**config.mk**
```make
export PLATFORM = sky130hd
export DESIGN_NAME = empacotador_duzias_flat
export DESIGN_NICKNAME = d
export VERILOG_FILES = /design/src/rtl/empacotador_duzias_if.sv /design/src/rtl/empacotador_duzias.sv /design/src/flat_wrapper.sv
export SDC_FILE = /design/constraint.sdc
export NUM_CORES = 1
export LEC_CHECK = 0
export CELL_PAD_IN_SITES_DETAIL_PLACEMENT = 1
export CELL_PAD_IN_SITES_GLOBAL_PLACEMENT = 1
export CORE_ASPECT_RATIO = 1.2
export CORE_UTILIZATION = 51
export DETAILED_ROUTE_END_ITERATION = 10
export PLACE_DENSITY = 0.87
export SYNTH_ARGS = -nofsm -noshare
export SYNTH_HDL_FRONTEND = slang
export SYNTH_SLANG_ARGS = --single-unit
```
**constraint.sdc**
```tcl
create_clock -name clk -period 4.8 [get_ports clk]
set_input_delay 0.96 -clock clk [delete_from_list [all_inputs] [get_ports clk]]
set_output_delay 0.96 -clock clk [all_outputs]
set_load 0.02 [all_outputs]
```
**src/rtl/empacotador_duzias_if.sv**
```systemverilog
// Signal bundle between the dozen packer and the bottling line (sensor, box changer, counter).
// master = packer side, slave = line/environment side.
interface empacotador_duzias_if;
  logic       zera_contagem;
  logic       sensor_final;
  logic       caixa_ok;
  logic       pulso_duzia;
  logic       troca_caixa;
  logic       parar_esteira;
  logic [3:0] garrafas_na_caixa;
  logic       erro_timeout;

  modport master (
    input  zera_contagem,
    input  sensor_final,
    input  caixa_ok,
    output pulso_duzia,
    output troca_caixa,
    output parar_esteira,
    output garrafas_na_caixa,
    output erro_timeout
  );

  modport slave (
    output zera_contagem,
    output sensor_final,
    output caixa_ok,
    input  pulso_duzia,
    input  troca_caixa,
    input  parar_esteira,
    input  garrafas_na_caixa,
    input  erro_timeout
  );
endinterface

```
**src/rtl/empacotador_duzias.sv**
```systemverilog
// Debounces the final-position sensor, counts bottles into the current box, pulses once per
// dozen and runs the box-swap request/acknowledge handshake with a timeout.
module empacotador_duzias #(
  parameter logic [15:0] DEBOUNCE_CICLOS    = 16'd50000,
  parameter logic [3:0]  GARRAFAS_POR_DUZIA = 4'd12,
  parameter logic [31:0] TIMEOUT_CICLOS     = 32'd250000000
) (
  input  logic                 clk,
  input  logic                 reset_n,
  empacotador_duzias_if.master bus
);

  typedef enum logic [1:0] {
    CONTANDO = 2'd0,
    TROCA    = 2'd1,
    ERRO     = 2'd2
  } estado_t;

  logic        sync1_r;
  logic        sync2_r;
  logic        filt_r;
  logic        filt_prev_r;
  logic [15:0] deb_cnt_r;
  logic        evento_s;

  estado_t     estado_r;
  estado_t     estado_s;
  logic [3:0]  garrafas_r;
  logic [3:0]  garrafas_s;
  logic [31:0] timer_r;
  logic [31:0] timer_s;
  logic        pulso_r;
  logic        pulso_s;
  logic        troca_r;
  logic        troca_s;
  logic        parar_r;
  logic        parar_s;
  logic        erro_r;
  logic        erro_s;

  // Sensor synchronizer and debounce filter; deliberately untouched by zera_contagem.
  always_ff @(posedge clk or negedge reset_n) begin
    if (!reset_n) begin
      sync1_r     <= 1'b0;
      sync2_r     <= 1'b0;
      filt_r      <= 1'b0;
      filt_prev_r <= 1'b0;
      deb_cnt_r   <= 16'd0;
    end else begin
      sync1_r     <= bus.sensor_final;
      sync2_r     <= sync1_r;
      filt_prev_r <= filt_r;
      if (sync2_r == filt_r) begin
        deb_cnt_r <= 16'd0;
      end else if (deb_cnt_r == DEBOUNCE_CICLOS) begin
        filt_r    <= sync2_r;
        deb_cnt_r <= 16'd0;
      end else begin
        deb_cnt_r <= deb_cnt_r + 16'd1;
      end
    end
  end

  assign evento_s = filt_r & ~filt_prev_r;

  // Next-state and next-output logic; outputs follow the next state so they are registered.
  always_comb begin
    estado_s   = estado_r;
    garrafas_s = garrafas_r;
    timer_s    = timer_r;
    pulso_s    = 1'b0;
    if (bus.zera_contagem) begin
      estado_s   = CONTANDO;
      garrafas_s = 4'd0;
      timer_s    = 32'd0;
    end else begin
      case (estado_r)
        CONTANDO: begin
          if (evento_s && (garrafas_r == (GARRAFAS_POR_DUZIA - 4'd1))) begin
            garrafas_s = GARRAFAS_POR_DUZIA;
            pulso_s    = 1'b1;
            timer_s    = 32'd0;
            estado_s   = TROCA;
          end else if (evento_s && (garrafas_r < (GARRAFAS_POR_DUZIA - 4'd1))) begin
            garrafas_s = garrafas_r + 4'd1;
          end else begin
            garrafas_s = garrafas_r;
          end
        end
        TROCA: begin
          // The acknowledge wins over a timeout landing in the same cycle.
          if (bus.caixa_ok) begin
            garrafas_s = 4'd0;
            timer_s    = 32'd0;
            estado_s   = CONTANDO;
          end else if (timer_r == (TIMEOUT_CICLOS - 32'd1)) begin
            estado_s = ERRO;
          end else begin
            timer_s = timer_r + 32'd1;
          end
        end
        ERRO: begin
          estado_s = ERRO;
        end
        default: begin
          estado_s   = CONTANDO;
          garrafas_s = 4'd0;
          timer_s    = 32'd0;
        end
      endcase
    end
    troca_s = (estado_s == TROCA);
    parar_s = (estado_s != CONTANDO);
    erro_s  = (estado_s == ERRO);
  end

  // State, counters and output registers.
  always_ff @(posedge clk or negedge reset_n) begin
    if (!reset_n) begin
      estado_r   <= CONTANDO;
      garrafas_r <= 4'd0;
      timer_r    <= 32'd0;
      pulso_r    <= 1'b0;
      troca_r    <= 1'b0;
      parar_r    <= 1'b0;
      erro_r     <= 1'b0;
    end else begin
      estado_r   <= estado_s;
      garrafas_r <= garrafas_s;
      timer_r    <= timer_s;
      pulso_r    <= pulso_s;
      troca_r    <= troca_s;
      parar_r    <= parar_s;
      erro_r     <= erro_s;
    end
  end

  assign bus.pulso_duzia       = pulso_r;
  assign bus.troca_caixa       = troca_r;
  assign bus.parar_esteira     = parar_r;
  assign bus.garrafas_na_caixa = garrafas_r;
  assign bus.erro_timeout      = erro_r;

endmodule
```
**src/flat_wrapper.sv**
```systemverilog
// flat-port wrapper written by rule: the top's interface ports become plain ports
module empacotador_duzias_flat 
#(
  parameter logic [15:0] DEBOUNCE_CICLOS    = 16'd50000,
  parameter logic [3:0]  GARRAFAS_POR_DUZIA = 4'd12,
  parameter logic [31:0] TIMEOUT_CICLOS     = 32'd250000000
)
  (clk, reset_n, bus_zera_contagem, bus_sensor_final, bus_caixa_ok, bus_pulso_duzia, bus_troca_caixa, bus_parar_esteira, bus_garrafas_na_caixa, bus_erro_timeout);
  empacotador_duzias_if bus_i ();
  input  logic clk;
  input  logic reset_n;
  input wire logic [$bits(bus_i.zera_contagem)-1:0] bus_zera_contagem;
  input wire logic [$bits(bus_i.sensor_final)-1:0] bus_sensor_final;
  input wire logic [$bits(bus_i.caixa_ok)-1:0] bus_caixa_ok;
  output wire logic [$bits(bus_i.pulso_duzia)-1:0] bus_pulso_duzia;
  output wire logic [$bits(bus_i.troca_caixa)-1:0] bus_troca_caixa;
  output wire logic [$bits(bus_i.parar_esteira)-1:0] bus_parar_esteira;
  output wire logic [$bits(bus_i.garrafas_na_caixa)-1:0] bus_garrafas_na_caixa;
  output wire logic [$bits(bus_i.erro_timeout)-1:0] bus_erro_timeout;
  assign bus_i.zera_contagem = bus_zera_contagem;
  assign bus_i.sensor_final = bus_sensor_final;
  assign bus_i.caixa_ok = bus_caixa_ok;
  assign bus_pulso_duzia = bus_i.pulso_duzia;
  assign bus_troca_caixa = bus_i.troca_caixa;
  assign bus_parar_esteira = bus_i.parar_esteira;
  assign bus_garrafas_na_caixa = bus_i.garrafas_na_caixa;
  assign bus_erro_timeout = bus_i.erro_timeout;
  empacotador_duzias #(.DEBOUNCE_CICLOS(DEBOUNCE_CICLOS), .GARRAFAS_POR_DUZIA(GARRAFAS_POR_DUZIA), .TIMEOUT_CICLOS(TIMEOUT_CICLOS)) u_core (.clk(clk), .reset_n(reset_n), .bus(bus_i));
endmodule
```
==> metrics.md, run 1 <==
| Metric | Value |
|---|---|
| Die height | 88.9 um |
| Crit path cell chain | clkdlybuf4s50_1 > or3_1 > nor4_1 > or4_1 > a21oi_1 |
| Final WL | around 7.9 mm |
| Antenna-violating nets left | 0 |
| DRT Pass-1 Iters | 4 |
| Design Power | 994 uW |
| Commonest register cell after synthesis | dfrtp_1 |
| Measured slew at the worst slew-check pin | around 800 ps |
| Proportion of layout cells with a drive suffix above 1 | roughly 8.4% |
| Status | finished clean |
| Via count | 2638 |
| Synth top area share | 48.3% |
| TritonCTS clock tree | yes |
| CTS Buf Count | 9 |
| Crit path buf inv count | 1 |
| FP Rows | 31 |
| Layout fillers | around 710 |
| Wire length on met2 | between 4 and 5 mm |
| Worst path top cell family by delay | simple AND/OR/NAND/NOR gates |
| CP Launch Type | input pin |
| Count of cell types in the netlist | 47 |
| Clk_lat worst skew | between 300 and 400 ps |
| Synth top area cells | dfrtp_1 48%, nor2_1 4.0%, nand3_1 3.7% |
| Initial core utilization | a little over half |
| Initial DRC Count | 170 |
| Pwr/cell area | ~280 nW/um2 |
| Tot GR Track Use | 26.7% |
| Worst-path fanout max | 17 |
| DRC | 0 |
| # diodes | 0 |
| Hold Crit Class | reg2reg |
| Largest net degree at the start of global routing | 63 |
| Fin crit share | 56.8% |
| Clock-pin slew on the worst setup and hold paths | ~70 ps |
| Final hold viol count | 0 |
| Post-CTS setup buffers | 0 |
| Max cap viols | 0 |
| Final min period | 2730 ps |
| Vias per Instance | 6.01 |
| Syn Nets | ~350 |
| Final #Nets | 362 |
| Post-synth EDFFs | 0 |
| Clk buf depth | 2 |
| Fraction of registers with async set/reset | 100% |
| YS warnings | 0 |
| GP Congestion | 0.784 |
| Wire length per cell | about 18 um |
| Met3 WL | 170 um |
| DP Worst Slack | roughly 1700 ps |
| Crit path capture type | flop |
| Die W | between 70 and 80 um |
| LEAKAGE | about 1.5 nW |
| Grt total ovfl | 0 |
| Setup TNS | 0 ps |
| Max Used Layer | met4 |
| Mapped Area | approximately 3200 um2 |
| Cells after Synth | ~340 |
| Post-CTS Resized | 0 |
| Hold_ws | about 370 ps |
| Global-route wire length before repair | 13.1 mm |
| Synth Register Bits | 62 |
| Die ar. | approximately 6600 um2 |
| Clock Root Buffer | clkbuf_8 |
| Final design utilization | between 50 and 60% |
| Area Growth Syn to Fin | 10.8% |
| Number of global-route vias before repair | ~2800 |
| Finish-stage setup viols | 0 |
| Ports | 13 |
| # port buffers | 12 |
| Final WS setup | just over 2000 ps |
| Sequential element share of the synthesized area | 48.3% |
| Slew HR | roughly 46% |
| Largest stage delay, worst path | 660 ps |
| CTS Sinks | a little over 60 |
| Core area | just over 6000 um2 |
| M1 wire length | ~3.4 mm |
| H-tree level count | 3 |
| Mean Syn Cell Area | roughly 9.5 um2 |
| Slowest-stage cell, CP | clkdlybuf4s50_1 |
| DP Wirelength | 5.21 mm |
| Crit path kind | in2reg |
| WP data arrival | ~3000 ps |
| Post-Route Skew | 6.24 ps |
| Max-slew violation count | 0 |
| Library cell with the largest summed area after synthesis | dfrtp_1 |
| Peak supply drop | approximately 200 uV |
| RSZ-0062 raised after global routing | false |
| Fmax | between 300 and 400 MHz |
| Initial antenna violation count | 0 |
| WP data required | ~5100 ps |
| Post-CTS Hold Fix Bufs | 0 |
-- report_power, final --
group          total [mW]  switching [mW]  internal (mW)
Combinational      0.0507          0.0346         0.0161
Sequential          0.535         0.00671          0.528
Clock               0.408           0.196          0.213
-- cell families after synthesis --
| kind of cell | Yosys count | synth area share, % |
|---|---|---|
| AND/OR/NAND/NOR | 174 | 30.1 |
| flip-flops | 62 | 48.3 |
| AO/OA/AOI/OAI | 53 | 10.2 |
| XOR/XNOR | 24 | 6.54 |
| buffers and inverters | 20 | 2.92 |
| adder cells (fa/ha/maj) | 4 | 1.56 |
| multiplexers | 1 | 0.351 |
-- cell type report --
class | count | area [um2] | area share (%)
inverters | 9 | 33.8 | 0.949
clock buffers | 14 | 163 | 4.57
flip-flops and latches | 62 | 1550 | 43.6
repair buffers | 15 | 138 | 3.87
well taps | 82 | 103 | 2.88
multi-input cells | 256 | 1570 | 44.0
clock inverters | 1 | 5.00 | 0.141
-- cells in the final DEF (no fill, tap or decap), types with 3 or more instances in the layout --
cell,n
and4_1,6
xor2_1,12
clkbuf_8,11
and2_1,5
or4_1,3
o31ai_1,4
nand4_1,10
o311ai_0,3
clkbuf_1,3
nand3_1,24
dfrtp_1,62
nor4_2,4
a21oi_1,16
or3_1,11
nor3_1,14
nand2_1,31
o21ai_0,19
nand2b_1,4
nor4_1,11
inv_1,9
nor2_1,34
buf_4,3
ha_1,4
nand4_2,3
and3_1,3
xnor2_1,12
clkdlybuf4s50_1,11
-- synthesized netlist by cell type, types with 9 or more instances --
library cell and instances:
nand4_1 10, o21ai_0 19, xnor2_1 12, nand2_1 31, dfrtp_1 62, xor2_1 12, a21oi_1 16, inv_1 9
nor3_1 14, or3_1 11, nor2_1 34, nand3_1 24, nor4_1 11
-- path summary, 6_finish.rpt --
check	start	to	slack, ps	cells past startpoint
setup reg to reg	u_core.timer_r[0]	u_core.timer_r[24]	2320	6
hold reg to reg	u_core.sync1_r	u_core.sync2_r	370	0
setup / recovery	bus_zera_contagem	u_core.timer_r[23]	2070	5
min in group asynchronous	reset_n	u_core.timer_r[7]	780	2
max in group asynchronous	reset_n	u_core.deb_cnt_r[8]	3500	2
hold / removal	u_core.sync1_r	u_core.sync2_r	370	0
-- worst reg2reg max path: cells and delay by family, from the launching register on --
kind                     cells  cell delay (ps)
AND/OR/NAND/NOR              3             1350
flip-flops                   1              460
adder cells (fa/ha/maj)      1              300
buffers and inverters        1              160
AO/OA/AOI/OAI                1              150
-- metal layers --
layer	up-vias	global-route usage, %
met2	31	45.9
met5	-	0
met4	0	11.8
met3	16	6.65
li1	1255	-
met1	1336	31.3
-- stage by stage --
| step | area [um2] | cells |
|---|---|---|
| 6_report | 3560 | 439 |
| 5_1_grt | 3560 | 439 |
| 4_1_cts | 3560 | 439 |
| 3_5_place_dp | 3390 | 424 |
| 3_3_place_gp | 3390 | 424 |
| 2_1_floorplan | 3210 | 338 |
-- flip-flops by register name, summed over array words and instances (netlist names) --
register and flops:
u_core.timer_r 32, u_core.bus.parar_esteira 1, u_core.deb_cnt_r 16, u_core.filt_r 1, u_core.bus.troca_caixa 1, u_core.sync1_r 1
u_core.bus.pulso_duzia 1, u_core.sync2_r 1, u_core.estado_r 2, u_core.bus.erro_timeout 1, u_core.filt_prev_r 1, u_core.bus.garrafas_na_caixa 4
Power figures use the tool's default switching activity.
==> run 2: changes to the inputs <==
--- a/config.mk
+++ b/config.mk
@@ -8,9 +8,9 @@
 export CELL_PAD_IN_SITES_DETAIL_PLACEMENT = 1
 export CELL_PAD_IN_SITES_GLOBAL_PLACEMENT = 1
 export CORE_ASPECT_RATIO = 1.2
-export CORE_UTILIZATION = 51
+export CORE_UTILIZATION = 47
 export DETAILED_ROUTE_END_ITERATION = 10
-export PLACE_DENSITY = 0.87
+export PLACE_DENSITY = 0.82
 export SYNTH_ARGS = -nofsm -noshare
 export SYNTH_HDL_FRONTEND = slang
 export SYNTH_SLANG_ARGS = --single-unit
==> constraint.sdc (replaced) <==
create_clock -name clk -period 2.9 [get_ports clk]
set_input_delay 0.58 -clock clk [delete_from_list [all_inputs] [get_ports clk]]
set_output_delay 0.58 -clock clk [all_outputs]
set_load 0.02 [all_outputs]
==> metrics.md, run 2 (synthesis results as in run 1) <==
| Metric | Value |
|---|---|
| Ports | 13 (unchanged) |
| FP Rows | 32 (was 31) |
| Final Non-Filler Cells | 446 (was 439) |
| Clock Root Buffer | clkbuf_8 (unchanged) |
| Comb power frac | 4.9% (was 5.1%) |
| Crit path cell chain | ha_1 > inv_1 > nor4_1 > nand4_2 > or3_1 > a21oi_1 (was clkdlybuf4s50_1 > or3_1 > nor4_1 > or4_1 > a21oi_1) |
| Status | finished clean (unchanged) |
| Number of global-route vias before repair | 2776 (was 2767) |
| Final WL | 7.80 mm (was 7.86 mm) |
| Layout fillers | 787 (was 712) |
| Register-to-Register Path Depth | 6 (unchanged) |
| Placed instance count | 430 (was 424) |
| Worst-path fanout max | 10 (was 17) |
| Most common cell after layout, fill and taps aside | dfrtp_1 (unchanged) |
| RSZ-0062 raised after global routing | false (unchanged) |
| Hold_ws | 300 ps (was 366 ps) |
| Tot GR Track Use | 24.3% (was 26.7%) |
| CTS Buf Count | 9 (unchanged) |
| Clk_lat worst skew | 340 ps (was 350 ps) |
| LEAKAGE | 1.49 nW (was 1.45 nW) |
| Power Internal | 1.34 mW (was 757 uW) |
| Finish-stage setup viols | 0 (unchanged) |
| Clock share of power | 44.3% (was 41.1%) |
| Crit path kind | reg2reg (was in2reg) |
| Post-Route Skew | 7.22 ps (was 6.24 ps) |
| Proportion of layout cells with a drive suffix above 1 | 9.97% (was 8.40%) |
| Setup TNS | 0 ps (unchanged) |
| Wire length per cell | 17.5 um (was 17.9 um) |
| WP data required | 3160 ps (was 5070 ps) |
| Crit path capture type | flop (unchanged) |
| Clock-pin slew on the worst setup and hold paths | 70 ps (about the same) |
| Max cap viols | 0 (unchanged) |
| Largest net degree at the start of global routing | 33 (was 63) |
| Die height | 92.6 um (was 88.9 um) |
| Pwr/cell area | 481 nW/um2 (was 279 nW/um2) |
| Fmax | 430 MHz |
| Global-route wire length before repair | 13.4 mm (was 13.1 mm) |
| H-tree level count | 3 (unchanged) |
| Final hold viol count | 0 (unchanged) |
| Max-slew violation count | 0 (unchanged) |
| Die ar. | 7170 um2 (was 6620 um2) |
| Die W | 77.5 um (was 74.4 um) |
| Clk buf depth | 2 (unchanged) |
| WP data arrival | 2580 ps (was 3000 ps) |
| Area Growth Syn to Fin | 13.1% (was 10.8%) |
| Grt total ovfl | 0 (unchanged) |
| # diodes | 0 (unchanged) |
| DRC | 0 (unchanged) |
| Measured slew at the worst slew-check pin | 754 ps (was 807 ps) |
| Fin crit share | between 80% and 90% |
| GP Congestion | 0.777 (was 0.784) |
| Via count | 2690 (was 2638) |
| Final #Nets | 365 (was 362) |
| # port buffers | 12 (unchanged) |
| Peak supply drop | 301 uV (was 200 uV) |
| Post-CTS setup buffers | 0 (unchanged) |
| Initial antenna violation count | 0 (unchanged) |
| Final WS setup | 574 ps (was 2070 ps) |
| Seq pwr share | 50.7% (was 53.8%) |
| CTS Sinks | 62 (unchanged) |
| Post-CTS Hold Fix Bufs | 0 (unchanged) |
| DP Wirelength | 5.35 mm (was 5.21 mm) |
| Vias per Instance | 6.03 (was 6.01) |
| Switching share of power | 23.0% (was 23.8%) |
| Initial DRC Count | 108 (was 170) |
| Design Power | 1.75 mW (was 994 uW) |
| CP Launch Type | flop (was input pin) |
| Post-CTS Resized | 0 (unchanged) |
| DP Worst Slack | 340 ps (was 1710 ps) |
| Initial core utilization | 49.2% (was 53.1%) |
| Final min period | between 2000 and 2500 ps |
| Reg with most FFs | u_core.timer_r (unchanged) |
| Net switching power figure | 401 uW (was 237 uW) |
| Hold Crit Class | in2async (was reg2reg) |
| Largest stage delay, worst path | 500 ps (was 660 ps) |
| TritonCTS clock tree | yes (unchanged) |
| Slew HR | 49.7% (was 46.2%) |
| Core area | 6530 um2 (was 6050 um2) |
| Slowest-stage cell, CP | nor4_1 (was clkdlybuf4s50_1) |
| Antenna-violating nets left | 0 (unchanged) |
| DRT Pass-1 Iters | 4 (unchanged) |
| Commonest cells after routing, fill and taps aside | 62 x dfrtp_1, 34 x nor2_1, 31 x nand2_1 (unchanged) |
| Max FFs per register | 32 (unchanged) |
==> run 2: cell types whose count changed in the layout (fill, tap and decap cells not counted), sizes merged <==
| cell | change |
|---|---|
| clkbuf | -2 |
| clkinv | +2 |
| buf | +3 |
| bufinv | +1 |
==> run 2: worst paths after layout <==
check,start,endpoint,slack [ps]
max in group asynchronous,reset_n,u_core.deb_cnt_r[5],1980
min in group clk,u_core.sync1_r,u_core.sync2_r,360
max,u_core.timer_r[0],u_core.timer_r[30],570
min,reset_n,u_core.timer_r[24],300
max reg2reg,u_core.timer_r[0],u_core.timer_r[30],570
min reg2reg,u_core.sync1_r,u_core.sync2_r,360
==> run 2: per-stage QoR <==
stage	cell area, um2	utilization [%]
after floorplan	3210	-
after global placement	3430	52.6
after detailed placement	3430	52.6
after CTS	3630	55.6
after global routing	3630	55.6
final	3630	55.6
==> run 2: cell type report <==
class                      instances  area, um2  share of cell area, %
multi-input combinational        256       1570                   43.1
tap                               85        106                   2.93
clock inverter                     4       45.0                   1.24
inverter                           9       33.8                  0.930
timing repair buffer              18        173                   4.76
sequential                        62       1550                   42.7
clock buffer                      12        155                   4.27
==> run 2: power groups by stage <==
stage          clock (mW)  sequential [mW]  combinational [mW]
2_1_floorplan           0            0.905              0.0356
3_3_place_gp            0            0.900              0.0854
3_5_place_dp            0            0.901              0.0888
4_1_cts             0.793            0.885              0.0893
5_1_grt             0.827            0.886              0.0987
6_report            0.774            0.885              0.0864
==> run 2: layer usage <==
layer / vias up / GRT usage, % / part of all wire [%]
li1: 1261 / - / -
met1: 1393 / 28.6 / 43
met2: 29 / 43.5 / 53
met3: 7 / 5.32 / 2.3
met4: 0 / 8.33 / 1.1
met5: - / 0 / 0
==> run 2: critical path: cells and delay by family (launching register included) <==
kind                       cells  cell delay, ps
buffers and inverters          1             170
DFF                            1             440
AOI/OAI and AO/OA              1             150
adders and majority gates      1             280
and+or+nand+nor                3            1190
==> run 3: changes to the inputs <==
--- a/config.mk
+++ b/config.mk
@@ -8,9 +8,9 @@
 export CELL_PAD_IN_SITES_DETAIL_PLACEMENT = 1
 export CELL_PAD_IN_SITES_GLOBAL_PLACEMENT = 1
 export CORE_ASPECT_RATIO = 1.2
-export CORE_UTILIZATION = 47
+export CORE_UTILIZATION = 43
 export DETAILED_ROUTE_END_ITERATION = 10
-export PLACE_DENSITY = 0.82
+export PLACE_DENSITY = 0.79
 export SYNTH_ARGS = -nofsm -noshare
 export SYNTH_HDL_FRONTEND = slang
 export SYNTH_SLANG_ARGS = --single-unit
==> constraint.sdc (replaced) <==
create_clock -name clk -period 1.87 [get_ports clk]
set_input_delay 0.374 -clock clk [delete_from_list [all_inputs] [get_ports clk]]
set_output_delay 0.374 -clock clk [all_outputs]
set_load 0.02 [all_outputs]
==> metrics.md, run 3 (synthesis results as in run 1) <==
| Metric | Value |
|---|---|
| Status | complete, but fails checks (was finished clean) |
| Failing checks | setup timing |
| Tot GR Track Use | 25.2% (was 24.3%) |
| Fin crit share | 102% (was 80.2%) |
| Hold Crit Class | in2async (unchanged) |
| DP Wirelength | 6.46 mm (was 5.35 mm) |
| Clock share of power | 39.0% (was 44.3%) |
| CTS Buf Count | 9 (unchanged) |
| Setup TNS | -112 ps (was 0 ps) |
| CP Launch Type | flop (unchanged) |
| Core area | 7230 um2 (was 6530 um2) |
| Max-slew violation count | 0 (unchanged) |
| GP Congestion | 0.851 (was 0.777) |
| Wire length per cell | 19.3 um (was 17.5 um) |
| Placed Area | 3820 um2 (was 3430 um2) |
| Commonest cells after routing, fill and taps aside | 59 x dfrtp_1, 56 x buf_4, 34 x nor2_1 (was 62 x dfrtp_1, 34 x nor2_1, 31 x nand2_1) |
| Area Growth Syn to Fin | 31.7% (was 13.1%) |
| Most common cell after layout, fill and taps aside | dfrtp_1 (unchanged) |
| Net switching power figure | 651 uW (was 401 uW) |
| CTS Sinks | 62 (unchanged) |
| Grt total ovfl | 0 (unchanged) |
| Final min period | 1910 ps (was 2330 ps) |
| # diodes | 0 (unchanged) |
| RSZ-0062 raised after global routing | true (was false) |
| Vias per Instance | 5.87 (was 6.03) |
| Reg with most FFs | u_core.timer_r (unchanged) |
| FP Rows | 34 (was 32) |
| # port buffers | 12 (unchanged) |
| Post-CTS Hold Fix Bufs | 0 (unchanged) |
| Crit path kind | reg2reg (unchanged) |
| Ports | 13 (unchanged) |
| Crit path cell chain | or3b_4 > o21ai_4 > buf_12 > nand4_2 > buf_4 > o21ai_0 > a21oi_1 (was ha_1 > inv_1 > nor4_1 > nand4_2 > or3_1 > a21oi_1) |
| Post-Route Skew | 8.22 ps (was 7.22 ps) |
| Largest stage delay, worst path | 430 ps (was 500 ps) |
| Global-route wire length before repair | 14.9 mm (was 13.4 mm) |
| Initial antenna violation count | 0 (unchanged) |
| Hold_ws | 0.897 ps (was 300 ps) |
| Largest net degree at the start of global routing | 63 (was 33) |
| Initial core utilization | 44.4% (was 49.2%) |
| DRC | 0 (unchanged) |
| Proportion of layout cells with a drive suffix above 1 | 27.6% (was 9.97%) |
| Die W | 80.9 um (was 77.5 um) |
| Pwr/cell area | 607 nW/um2 (was 481 nW/um2) |
| Number of global-route vias before repair | 3115 (was 2776) |
| H-tree level count | 3 (unchanged) |
| Comb power frac | 7.6% (was 4.9%) |
| Max cap viols | 0 (unchanged) |
| Final hold viol count | 0 (unchanged) |
| Die ar. | 7820 um2 (was 7170 um2) |
| Die height | 96.7 um (was 92.6 um) |
| Layout fillers | 812 (was 787) |
| Crit path capture type | flop (unchanged) |
| Clock Root Buffer | clkbuf_8 (unchanged) |
| Worst-path fanout max | 5 (was 10) |
| Slowest-stage cell, CP | or3b_4 (was nor4_1) |
| Slew HR | 71.2% (was 49.7%) |
| Antenna-violating nets left | 0 (unchanged) |
| WP data required | 2100 ps (was 3160 ps) |
| WP data arrival | 2140 ps (was 2580 ps) |
| Power Internal | 1.92 mW (was 1.34 mW) |
| Peak supply drop | 394 uV (was 301 uV) |
| Initial DRC Count | 157 (was 108) |
| LEAKAGE | 1.82 nW (was 1.49 nW) |
| Switching share of power | 25.3% (was 23.0%) |
| Fmax | 525 MHz (was 430 MHz) |
| Placed instance count | 484 (was 430) |
| Design Power | 2.57 mW (was 1.75 mW) |
| Via count | 2976 (was 2690) |
| Measured slew at the worst slew-check pin | 431 ps (was 754 ps) |
| DRT Pass-1 Iters | 4 (unchanged) |
| TritonCTS clock tree | yes (unchanged) |
| Clock-pin slew on the worst setup and hold paths | 70 ps (about the same) |
| Finish-stage setup viols | 7 (was 0) |
| Clk_lat worst skew | 350 ps (was 340 ps) |
| Final Instance Area | 4230 um2 (was 3630 um2) |
| Final WS setup | -35.5 ps (was 574 ps) |
| Final Non-Filler Cells | 507 (was 446) |
| Final #Nets | 421 (was 365) |
| Seq pwr share | 53.4% (was 50.7%) |
| Clk buf depth | 2 (unchanged) |
| Final WL | 9.80 mm (was 7.80 mm) |
| Max FFs per register | 32 (unchanged) |
run 3: cell types whose count changed in the layout (fill, tap and decap cells not counted), moves of 4 or more:
cell      previous run  this run
a21oi_1             16        12
nor4_1              11         6
nor3_1              14        10
a21oi_2              0         4
buf_4                5        56
clkbuf_1             1         5
nor3_2               0         4
run 3: path summary, 6_finish.rpt:
check	from	endpoint	slack, ps	cells after the start
worst max-delay path	u_core.estado_r[1]	u_core.timer_r[28]	-40	7
worst min-delay path	reset_n	u_core.timer_r[6]	0.9	2
worst max register to register	u_core.estado_r[1]	u_core.timer_r[28]	-40	7
worst min register to register	u_core.sync1_r	u_core.sync2_r	350	0
max in group asynchronous	reset_n	u_core.bus.garrafas_na_caixa[1]	1530	2
min in group clk	u_core.sync1_r	u_core.sync2_r	350	0
run 3: power by group through the flow:
stage / clock (mW) / combinational [mW] / sequential [mW]
finish: 1.00 / 0.196 / 1.37
global route: 1.06 / 0.214 / 1.37
CTS: 1.01 / 0.181 / 1.37
detailed placement: 0 / 0.177 / 1.39
global placement: 0 / 0.172 / 1.39
floorplan: 0 / 0.0553 / 1.40
run 3: worst max-delay path: cells and delay by family, from the launching register on:
kind	cells	cell delay [ps]
compound gates	3	450
buf+inv	2	350
simple gates	2	600
flops	1	380
run 3: area by class of cell:
cell class / instances / area (um2) / area share (%)
Multi-Input combinational cell: 257 / 1760 / 41.6
Sequential cell: 62 / 1560 / 36.8
Timing Repair Buffer: 73 / 614 / 14.5
Clock buffer: 14 / 143 / 3.37
Tap cell: 90 / 113 / 2.66
Inverter: 9 / 33.8 / 0.799
Clock inverter: 2 / 10.0 / 0.237
run 3: through the flow:
step / setup slack, ps / utilization [%]
6_report: -35.5 / 58.5
5_1_grt: -90.2 / 58.5
4_1_cts: -25.5 / 55.8
3_5_place_dp: -185 / 52.8
3_3_place_gp: -125 / 52.8
2_1_floorplan: 7.10 / -
run 3: timing repair:
action	CTS	global route
pin swaps	6	4
resized for setup	9	26
endpoints found under the setup margin	14	44
gates cloned	0	2
buffers inserted	1	4
run 3: per-layer routing:
metal / global-route usage, % / part of all wire (%)
met5: 0 / 0
met4: 13.7 / 3.5
met3: 4.15 / 2.2
met2: 43.9 / 55
met1: 28.3 / 39
